## config.mk

```make
export PLATFORM = sky130hd
export DESIGN_NAME = datapath_unit_flat
export DESIGN_NICKNAME = d
export VERILOG_FILES = /design/src/rtl/datapath_pkg.sv /design/src/rtl/datapath_if.sv /design/src/rtl/datapath_alu.sv /design/src/rtl/datapath_unit.sv /design/src/flat_wrapper.sv
export SDC_FILE = /design/constraint.sdc
export NUM_CORES = 1
export LEC_CHECK = 0
export ABC_AREA = 1
export CORE_UTILIZATION = 60
export DETAILED_ROUTE_END_ITERATION = 6
export PLACE_DENSITY_LB_ADDON = 0.08
export SLEW_MARGIN = 20
export SYNTH_ARGS = -nofsm -noshare
export SYNTH_HDL_FRONTEND = slang
export SYNTH_SLANG_ARGS = --single-unit
```

## constraint.sdc

```tcl
create_clock -name clk -period 8.56 [get_ports clk]
set_input_delay 0.856 -clock clk [delete_from_list [all_inputs] [get_ports clk]]
set_output_delay 0.856 -clock clk [all_outputs]
set_load 0.01 [all_outputs]
```

## src/rtl/datapath_pkg.sv

```systemverilog
// Shared definitions for the accumulator datapath: control-word bit indices,
// ALU opcodes and memory-handshake FSM states.
package datapath_pkg;

    localparam int CTRL_W = 22;

    localparam int C_PC_INC     = 0;
    localparam int C_PC_LOAD    = 1;
    localparam int C_IR_LOAD    = 2;
    localparam int C_AC_LOAD    = 3;
    localparam int C_AC_CLEAR   = 4;
    localparam int C_MAR_FROM_PC = 5;
    localparam int C_MAR_FROM_IR = 6;
    localparam int C_MDR_FROM_AC = 7;
    localparam int C_MEM_READ   = 8;
    localparam int C_MEM_WRITE  = 9;
    localparam int C_ALU_LO     = 10;
    localparam int C_ALU_HI     = 12;
    localparam int C_AC_SHL     = 13;
    localparam int C_AC_SHR     = 14;
    localparam int C_AC_INC     = 15;
    localparam int C_RSVD_LO    = 16;

    typedef enum logic [2:0] {
        ALU_PASS_MDR = 3'd0,
        ALU_ADD      = 3'd1,
        ALU_SUB      = 3'd2,
        ALU_AND      = 3'd3,
        ALU_OR       = 3'd4,
        ALU_XOR      = 3'd5,
        ALU_NOT_AC   = 3'd6,
        ALU_PASS_AC  = 3'd7
    } alu_op_e;

    typedef enum logic [1:0] {
        IDLE = 2'd0,
        RD   = 2'd1,
        WR   = 2'd2
    } mem_state_e;

endpackage

```

## src/rtl/datapath_if.sv

```systemverilog
// Memory request/acknowledge bus between the datapath (master) and memory (slave).
interface datapath_if #(
    parameter int ADDR_W = 12
);
    logic              mem_req;
    logic              mem_we;
    logic [ADDR_W-1:0] mem_addr;
    logic [15:0]       mem_wdata;
    logic [15:0]       mem_rdata;
    logic              mem_ack;

    modport master (
        output mem_req, mem_we, mem_addr, mem_wdata,
        input  mem_rdata, mem_ack
    );

    modport slave (
        input  mem_req, mem_we, mem_addr, mem_wdata,
        output mem_rdata, mem_ack
    );
endinterface

```

## src/rtl/datapath_alu.sv

```systemverilog
// Combinational 16-bit ALU; all arithmetic wraps modulo 2^16.
module datapath_alu
    import datapath_pkg::*;
(
    input  logic [15:0] ac_i,
    input  logic [15:0] mdr_i,
    input  alu_op_e     op_i,
    output logic [15:0] res_o
);

    always_comb begin
        res_o = mdr_i;
        case (op_i)
            ALU_PASS_MDR: res_o = mdr_i;
            ALU_ADD:      res_o = ac_i + mdr_i;
            ALU_SUB:      res_o = ac_i - mdr_i;
            ALU_AND:      res_o = ac_i & mdr_i;
            ALU_OR:       res_o = ac_i | mdr_i;
            ALU_XOR:      res_o = ac_i ^ mdr_i;
            ALU_NOT_AC:   res_o = ~ac_i;
            ALU_PASS_AC:  res_o = ac_i;
            default:      res_o = mdr_i;
        endcase
    end

endmodule

```

## src/rtl/datapath_unit.sv

```systemverilog
// Microcoded accumulator datapath (PC/MAR/IR/AC/MDR) with a request/ack memory port.
// Optional: define DATAPATH_MEM_TIMEOUT_EN to abort transactions after 255 busy cycles.
module datapath_unit
    import datapath_pkg::*;
#(
    parameter int ADDR_W = 12
) (
    input  logic              clk,
    input  logic              reset,
    input  logic [CTRL_W-1:0] bus_controller,
    output logic              IR15,
    output logic              IR14,
    output logic              AC15,
    output logic              wait_,
    datapath_if.master        mem,
    output logic              err
);

    logic pc_inc, pc_load, ir_load, ac_load, ac_clear;
    logic mar_from_pc, mar_from_ir, mdr_from_ac, mem_read, mem_write;
    logic ac_shl, ac_shr, ac_inc;
    alu_op_e alu_op;
    logic    unused_rsvd;

    assign pc_inc      = bus_controller[C_PC_INC];
    assign pc_load     = bus_controller[C_PC_LOAD];
    assign ir_load     = bus_controller[C_IR_LOAD];
    assign ac_load     = bus_controller[C_AC_LOAD];
    assign ac_clear    = bus_controller[C_AC_CLEAR];
    assign mar_from_pc = bus_controller[C_MAR_FROM_PC];
    assign mar_from_ir = bus_controller[C_MAR_FROM_IR];
    assign mdr_from_ac = bus_controller[C_MDR_FROM_AC];
    assign mem_read    = bus_controller[C_MEM_READ];
    assign mem_write   = bus_controller[C_MEM_WRITE];
    assign alu_op      = alu_op_e'(bus_controller[C_ALU_HI:C_ALU_LO]);
    assign ac_shl      = bus_controller[C_AC_SHL];
    assign ac_shr      = bus_controller[C_AC_SHR];
    assign ac_inc      = bus_controller[C_AC_INC];
    assign unused_rsvd = ^bus_controller[CTRL_W-1:C_RSVD_LO];

    logic [ADDR_W-1:0] pc_q, pc_d, mar_q, mar_d, addr_hold_q, addr_hold_d;
    logic [15:0]       ir_q, ir_d, ac_q, ac_d, mdr_q, mdr_d, wdata_hold_q, wdata_hold_d;
    logic [15:0]       alu_res;
    mem_state_e        state_q, state_d;
    logic              err_q, err_d;
    logic              busy, start, rd_done;

    assign busy    = (state_q != IDLE);
    assign rd_done = (state_q == RD) && mem.mem_ack;

    datapath_alu u_alu (
        .ac_i  (ac_q),
        .mdr_i (mdr_q),
        .op_i  (alu_op),
        .res_o (alu_res)
    );

`ifdef DATAPATH_MEM_TIMEOUT_EN
    localparam logic [7:0] TMO_LAST = 8'd254;
    logic [7:0] tmo_q, tmo_d;
    logic       tmo_expire;

    // Counts completed busy cycles; the 255th busy cycle without an ack aborts.
    assign tmo_d      = busy ? tmo_q + 8'd1 : 8'd0;
    assign tmo_expire = (tmo_q == TMO_LAST);

    always_ff @(posedge clk or posedge reset) begin
        if (reset) tmo_q <= 8'd0;
        else       tmo_q <= tmo_d;
    end
`endif

    always_comb begin
        pc_d = pc_q;
        if (pc_load)     pc_d = ir_q[ADDR_W-1:0];
        else if (pc_inc) pc_d = pc_q + ADDR_W'(1);

        mar_d = mar_q;
        if (mar_from_ir)      mar_d = ir_q[ADDR_W-1:0];
        else if (mar_from_pc) mar_d = pc_q;

        ir_d = ir_load ? mdr_q : ir_q;

        ac_d = ac_q;
        if (ac_clear)     ac_d = 16'd0;
        else if (ac_load) ac_d = alu_res;
        else if (ac_shl)  ac_d = {ac_q[14:0], 1'b0};
        else if (ac_shr)  ac_d = {1'b0, ac_q[15:1]};
        else if (ac_inc)  ac_d = ac_q + 16'd1;

        mdr_d = mdr_q;
        if (rd_done)          mdr_d = mem.mem_rdata;
        else if (mdr_from_ac) mdr_d = ac_q;
    end

    always_comb begin
        state_d = state_q;
        err_d   = err_q;
        start   = 1'b0;
        case (state_q)
            IDLE: begin
                if (mem_read && mem_write) begin
                    err_d = 1'b1;
                end else if (mem_read) begin
                    state_d = RD;
                    start   = 1'b1;
                end else if (mem_write) begin
                    state_d = WR;
                    start   = 1'b1;
                end
            end
            RD, WR: begin
                if (mem.mem_ack) state_d = IDLE;
`ifdef DATAPATH_MEM_TIMEOUT_EN
                else if (tmo_expire) begin
                    state_d = IDLE;
                    err_d   = 1'b1;
                end
`endif
            end
            default: state_d = IDLE;
        endcase
    end

    // The request uses MAR/MDR as they stand in the issuing cycle, frozen until done.
    assign addr_hold_d  = start ? mar_q : addr_hold_q;
    assign wdata_hold_d = start ? mdr_q : wdata_hold_q;

    always_ff @(posedge clk or posedge reset) begin
        if (reset) begin
            pc_q         <= '0;
            mar_q        <= '0;
            ir_q         <= '0;
            ac_q         <= '0;
            mdr_q        <= '0;
            addr_hold_q  <= '0;
            wdata_hold_q <= '0;
            state_q      <= IDLE;
            err_q        <= 1'b0;
        end else begin
            pc_q         <= pc_d;
            mar_q        <= mar_d;
            ir_q         <= ir_d;
            ac_q         <= ac_d;
            mdr_q        <= mdr_d;
            addr_hold_q  <= addr_hold_d;
            wdata_hold_q <= wdata_hold_d;
            state_q      <= state_d;
            err_q        <= err_d;
        end
    end

    assign mem.mem_req   = busy;
    assign mem.mem_we    = (state_q == WR);
    assign mem.mem_addr  = busy ? addr_hold_q : mar_q;
    assign mem.mem_wdata = busy ? wdata_hold_q : mdr_q;

    assign wait_ = busy;
    assign err   = err_q;
    assign IR15  = ir_q[15];
    assign IR14  = ir_q[14];
    assign AC15  = ac_q[15];

endmodule

```

## src/flat_wrapper.sv

```systemverilog
// flat-port wrapper written by rule: the top's interface ports become plain ports
module datapath_unit_flat import datapath_pkg::*;
#(
    parameter int ADDR_W = 12
)
  (clk, reset, bus_controller, IR15, IR14, AC15, wait_, err, mem_mem_req, mem_mem_we, mem_mem_addr, mem_mem_wdata, mem_mem_rdata, mem_mem_ack);
  datapath_if #(.ADDR_W(ADDR_W)) mem_i ();
  input  logic clk;
  input  logic reset;
  input  logic [CTRL_W-1:0] bus_controller;
  output logic IR15;
  output logic IR14;
  output logic AC15;
  output logic wait_;
  output logic err;
  output wire logic [$bits(mem_i.mem_req)-1:0] mem_mem_req;
  output wire logic [$bits(mem_i.mem_we)-1:0] mem_mem_we;
  output wire logic [$bits(mem_i.mem_addr)-1:0] mem_mem_addr;
  output wire logic [$bits(mem_i.mem_wdata)-1:0] mem_mem_wdata;
  input wire logic [$bits(mem_i.mem_rdata)-1:0] mem_mem_rdata;
  input wire logic [$bits(mem_i.mem_ack)-1:0] mem_mem_ack;
  assign mem_mem_req = mem_i.mem_req;
  assign mem_mem_we = mem_i.mem_we;
  assign mem_mem_addr = mem_i.mem_addr;
  assign mem_mem_wdata = mem_i.mem_wdata;
  assign mem_i.mem_rdata = mem_mem_rdata;
  assign mem_i.mem_ack = mem_mem_ack;
  datapath_unit #(.ADDR_W(ADDR_W)) u_core (.clk(clk), .reset(reset), .bus_controller(bus_controller), .IR15(IR15), .IR14(IR14), .AC15(AC15), .wait_(wait_), .mem(mem_i), .err(err));
endmodule
```

==> results of run 1 <==
==> power breakdown <==
group | internal [mW] | total [mW] | switching (mW)
Clock | 0.231 | 0.431 | 0.199
Sequential | 0.615 | 0.746 | 0.131
Combinational | 0.516 | 1.33 | 0.811
Total | 1.36 | 2.50 | 1.14
==> cell families (layout without fill, tap and decap cells) <==
logic type	count (synthesis)	after routing	synth area share (%)
flip-flops	101	101	33.12
buffers and inverters	180	215	9.395
AND/OR/NAND/NOR	408	408	23.09
AO/OA/AOI/OAI	299	299	22.59
adder cells (fa/ha/maj)	56	56	9.280
XOR/XNOR	22	22	2.525
==> area by class of cell <==
cell class	count	area, um2	share of cell area (%)
Clock buffer	9	225.2	2.610
Sequential cell	101	2527	29.29
Inverter	125	471.7	5.466
Tap cell	168	210.2	2.436
Multi-Input combinational cell	785	4387	50.83
Clock inverter	7	80.08	0.9279
Timing Repair Buffer	74	728.2	8.438
==> worst paths after layout <==
path                                     from                     to  slack [ps]  cells after the start
max                        bus_controller[12]        u_core.ac_q[14]        4650                     17
min                                u_core.err             u_core.err         470                      1
max reg2reg                   u_core.mdr_q[0]        u_core.ac_q[13]        5090                     16
min reg2reg                        u_core.err             u_core.err         470                      1
max in group asynchronous               reset  u_core.addr_hold_q[3]        6450                      3
min in group asynchronous               reset      u_core.state_q[1]         880                      2
==> sequential cells by signal, summed over array words and instances, names as in the netlist <==
name,flops
u_core.mar_q,12
u_core.addr_hold_q,12
u_core.pc_q,12
u_core.state_q,2
u_core.wdata_hold_q,16
u_core.err,1
u_core.mdr_q,16
u_core.ir_q,14
u_core.ac_q,16
==> metal layers <==
| metal | GRT usage (%) | vias up |
|---|---|---|
| li1 | - | 3658 |
| met1 | 50.17 | 3601 |
| met2 | 54.59 | 382 |
| met3 | 5.957 | 46 |
| met4 | 10.22 | 0 |
| met5 | 0 | - |
==> per-stage QoR <==
stage / util (%) / instances / hold WS [ps] / setup slack (ps)
floorplan: - / 1066 / 453.4 / 5057
global placement: 68.17 / 1253 / 443.6 / 4458
detailed placement: 68.17 / 1253 / 453.5 / 4425
CTS: 70.67 / 1269 / 469.7 / 4740
global route: 70.67 / 1269 / 497.6 / 4358
finish: 70.67 / 1269 / 469.3 / 4646
==> placed cells by master, fill, tap and decap left out, drive strengths merged, types with 13 or more instances in the layout <==
cell and count:
nor3 13, o21ai 109, a22oi 14, xor2 20
nand3 89, o211ai 24, a21oi 103, clkdlybuf4s50 69
ha 55, dfrtp 101, nor2 62, nand2 227
inv 120
==> impl_metrics.py, run 1 <==
metrics = {
    "outcome": {
        "status": "completed",
    },
    "route": {
        "highest_layer": "met4",
        "num_vias": 7687,
        "wl_met3_um": 1803,
        "ant_nets": 0,
        "drcViolationCount": 0,
        "viasPerCell": 6.058,
        "wl_met1_um": 9807,
        "wl_per_cell_um": 17.30,
        "drt-total-wl_um": 21950,
        "drt-initial-drc-count": 826,
        "first_pass_iters": 6,
        "met2_length_um": 9816,
    },
    "placement": {
        "numPortBuffers": 69,
        "placed_cell_area_um2": 8324,
        "dpl.hpwl_um": 15840,
        "globalplace.congestion": 0.9527,
    },
    "sta": {
        "grt_setup_unrepaired": "false",
        "maxSlewHeadroom_pct": 27.66,
        "period_minus_slack_ps": 3914,
        "hold_violations": 0,
        "tns_ps": 0,
        "skew_ps": 8.682,
        "fmax_mhz": 255.5,
        "final_max_slew_viol_count": 0,
        "tightest_slew_ps": 1082,
        "timing.final.crit_share_pct": 45.73,
        "finalSetupViolations": 0,
    },
    "finish": {
        "num_antenna_cells": 0,
        "drive_gt1_share_pct": 4.360,
        "design_area_um2": 8630,
        "final_nets": 1193,
        "syn2layout_area_growth_pct": 13.08,
        "nFillCells": 1078,
    },
    "floorplan": {
        "start_util_pct": 62.49,
        "die_y_um": 114.8,
        "coreArea_um2": 12210,
        "die_area_um2": 13170,
        "std_cell_rows": 40,
        "fp.dieW_um": 114.8,
        "pin_count": 76,
    },
    "min_path": {
        "hp-class": "flop to flop",
    },
    "worst_setup_path": {
        "slowest_delay_ps": 650,
        "timing.critical_path.cells": "clkdlybuf4s50_1 -> inv_2 -> nand3_2 -> inv_1 -> or2_2 -> xor2_1 -> ha_1 -> nand2_1 -> a21oi_1 -> nand2_1 -> nand2_1 -> nand2_1 -> nand3b_1 -> nand3_1 -> nand2_1 -> nand2_1 -> a21oi_1",
        "endpoint_kind": "flop",
        "worst_path_max_delay_cell": "clkdlybuf4s50_1",
        "crit_family": "simple AND/OR/NAND/NOR gates",
        "crit_fanout": 14,
        "cp-start-kind": "input pin",
        "cpMostUsedCell": "nand2_1",
        "worstPathRequired_ps": 8850,
        "arrival_ps": 4200,
        "crit_buf_inv": 3,
        "worst-setup-path-type": "input pin to flop",
    },
    "global_routing": {
        "grt_pass1_wl_um": 35430,
        "grt_pass1_vias": 6847,
        "grt_max_degree": 69,
        "antenna_found_initial": 0,
        "grt_usage_pct": 34.97,
        "overflow": 0,
    },
    "logic_synthesis": {
        "ys_seq_area_share_pct": 33.12,
        "ys.flop_type": "dfrtp_1",
        "ys_warn_count": 0,
        "synthesis.area_um2": 7631,
        "avgSynthCellArea_um2": 7.159,
        "netlist_top_cells_count": "226 x nand2_1, 112 x inv_1, 104 x o21ai_0",
        "synthArstFlopShare_pct": 100.0,
        "synth-edff-count": 0,
        "synth_top_cell_area_share_pct": 33.12,
        "synth_seq_cells": 101,
        "yosysTopAreaCell": "dfrtp_1",
        "syn-num-nets": 1163,
        "synth_cells": 1066,
        "synth.most_common_cell": "nand2_1",
        "synth.distinct_cells": 45,
        "synth_area_leaders": "dfrtp_1 33%, nand2_1 11%, ha_1 9.0%",
    },
    "power": {
        "power_density_nw_per_um2": 290.1,
        "power.leakage_nw": 4.013,
        "finalPower_mw": 2.503,
        "vdd_drop_max_mv": 0.1339,
    },
    "job": {
        "drv_cap": 0,
    },
    "clock_tree": {
        "root_buffer": "clkbuf_16",
        "htreeDepth": 3,
        "clock-sinks": 101,
        "clk_latency_ps": 350,
        "cts_max_path_buffers": 2,
        "cts_resized": 0,
        "cts_setup_buffers": 0,
        "hold_buffers": 0,
        "cts_tree": "yes",
        "clkTransAtPathRegs_ps": 80,
        "cts_inserted_buffers": 9,
    },
}
Note: power is estimated with default switching activity, not from simulation.
==> inputs of run 2 (changes only) <==
--- a/config.mk
+++ b/config.mk
@@ -6,7 +6,7 @@
 export NUM_CORES = 1
 export LEC_CHECK = 0
 export ABC_AREA = 1
-export CORE_UTILIZATION = 60
+export CORE_UTILIZATION = 59
 export DETAILED_ROUTE_END_ITERATION = 6
 export PLACE_DENSITY_LB_ADDON = 0.08
 export SLEW_MARGIN = 20
==> constraint.sdc (replaced) <==
create_clock -name clk -period 4.06 [get_ports clk]
set_input_delay 0.406 -clock clk [delete_from_list [all_inputs] [get_ports clk]]
set_output_delay 0.406 -clock clk [all_outputs]
set_load 0.01 [all_outputs]
==> impl_metrics.py, run 2 (synthesis gave the netlist of run 1 again) <==
metrics = {
    "sta": {
        "final_max_slew_viol_count": 0,
        "skew_ps": 5.921,
        "finalSetupViolations": 0,
        "maxSlewHeadroom_pct": 35.71,
        "tightest_slew_ps": 961.3,
        "period_minus_slack_ps": 3418,
        "hold_violations": 0,
        "grt_setup_unrepaired": "false",
        "tns_ps": 0,
        "timing.final.crit_share_pct": 84.19,
        "fmax_mhz": 292.6,
    },
    "power": {
        "seq_power_share_pct": 30.2,
        "switching_power_mw": 2.410,
        "power_frac_clock_pct": 16.3,
        "vdd_drop_max_mv": 0.3388,
        "power.leakage_nw": 4.036,
        "p_int_mw": 2.831,
        "power_density_nw_per_um2": 604.3,
        "swShare_pct": 45.98,
        "power_frac_comb_pct": 53.5,
    },
    "global_routing": {
        "grt_max_degree": 57,
        "grt_usage_pct": 34.95,
        "grt_pass1_wl_um": 35650,
        "overflow": 0,
        "antenna_found_initial": 0,
        "grt_pass1_vias": 6751,
    },
    "route": {
        "num_vias": 7672,
        "drt-total-wl_um": 21880,
        "drcViolationCount": 0,
        "wl_per_cell_um": 17.08,
        "ant_nets": 0,
        "drt-initial-drc-count": 913,
        "viasPerCell": 5.989,
        "first_pass_iters": 5,
    },
    "worst_setup_path": {
        "endpoint_kind": "flop",
        "r2r_slack_ps": 920,
        "r2r_start": "u_core.mdr_q[0]",
        "arrival_ps": 3700,
        "crit_fanout": 14,
        "worstPathRequired_ps": 4340,
        "reg2reg_depth": 18,
        "reg2reg_to": "u_core.ac_q[13]",
        "cp-start-kind": "input pin",
        "worst-setup-path-type": "input pin to flop",
    },
    "floorplan": {
        "start_util_pct": 60.47,
        "pin_count": 76,
        "coreArea_um2": 12620,
        "fp.dieW_um": 115.7,
        "std_cell_rows": 41,
        "die_area_um2": 13390,
        "die_y_um": 115.7,
    },
    "finish": {
        "num_antenna_cells": 0,
        "final_cell_mix": "226 x nand2_1, 111 x inv_1, 104 x o21ai_0",
        "layoutNonFillerInstCount": 1281,
        "syn2layout_area_growth_pct": 13.66,
        "layout.cells.most_common": "nand2_1",
        "final_nets": 1201,
        "largestRegisters": "u_core.ac_q (16), u_core.mdr_q (16), u_core.wdata_hold_q (16)",
        "drive_gt1_share_pct": 4.959,
    },
    "clock_tree": {
        "cts_setup_buffers": 0,
        "clkTransAtPathRegs_ps": 70,
        "cts_tree": "yes",
        "cts_resized": 0,
        "clk_latency_ps": 360,
        "htreeDepth": 3,
        "cts_max_path_buffers": 2,
        "clock-sinks": 101,
        "hold_buffers": 0,
        "root_buffer": "clkbuf_16",
        "cts_inserted_buffers": 9,
    },
    "placement": {
        "numPortBuffers": 69,
        "dp_cells": 1265,
        "dpl.hpwl_um": 16220,
        "globalplace.congestion": 0.9770,
    },
    "min_path": {
        "hp-class": "input pin to async pin",
    },
    "job": {
        "drv_cap": 0,
    },
    "outcome": {
        "status": "completed",
    },
}
run 2: changes by cell type in the layout (fill, tap and decap cells not counted), sizes merged:
| cell | previous run | this run |
|---|---|---|
| buf | 5 | 13 |
| bufinv | 1 | 0 |
| clkbuf | 9 | 10 |
| clkinv | 10 | 9 |
| clkinvlp | 1 | 2 |
run 2: power groups by stage:
stage / registers [mW] / logic (mW) / clock network [mW]
6_report: 1.58 / 2.80 / 0.856
5_1_grt: 1.62 / 3.13 / 0.905
4_1_cts: 1.57 / 2.78 / 0.859
3_5_place_dp: 1.59 / 2.76 / 0
3_3_place_gp: 1.58 / 2.71 / 0
2_1_floorplan: 1.49 / 1.87 / 0
run 2: cell type report:
cell class / instances / area [um2]
clock buffers: 10 / 229.0
clock inverters: 6 / 55.05
fillers: 1139 / 3946
inverters: 125 / 471.7
multi-input cells: 785 / 4387
flip-flops and latches: 101 / 2527
well taps: 172 / 215.2
repair buffers: 82 / 788.3
run 2: worst max-delay path, cell delays in order:
cell,delay (ps)
clkdlybuf4s50_1,650
inv_2,70
nand3_2,260
inv_1,220
or2_2,320
xor2_1,170
ha_1,330
nand2_1,80
a21oi_1,360
nand2_1,90
nand2_1,180
or2_2,140
nand3_1,100
nand3_1,130
nand2_1,60
a22oi_1,130
run 2: metrics by stage:
step / setup WS, ps / hold slack (ps) / power, mW / util [%] / instance area, um2
detailed placement: 396.3 / 446.3 / 4.351 / 66.48 / 8389
floorplan: 1007 / 453.4 / 3.359 / - / 7631
finish: 642.1 / 363.2 / 5.241 / 68.73 / 8673
global route: 381.6 / 394.7 / 5.653 / 68.73 / 8673
global placement: 408.7 / 440.5 / 4.286 / 66.48 / 8389
CTS: 737.6 / 379.8 / 5.214 / 68.73 / 8673
run 2: worst max path at each step:
stage / from / to / cells past startpoint
after floorplan: reset / u_core.ac_q[0] / 1
after global routing: bus_controller[12] / u_core.ac_q[10] / 17
after global placement: bus_controller[12] / u_core.ac_q[14] / 17
final: bus_controller[12] / u_core.ac_q[6] / 16
after detailed placement: bus_controller[12] / u_core.ac_q[6] / 16
after CTS: bus_controller[12] / u_core.ac_q[6] / 16
run 2: metal layers:
layer  part of all wire (%)  vias to the layer above  global-route usage (%)  routed length, um
met5                      0                        -                       0                  0
li1                       -                     3684                       -                  -
met2                     44                      357                   51.86               9583
met1                     45                     3582                   51.10               9782
met4                    3.1                        0                   12.99                680
met3                    8.4                       49                   6.119               1832
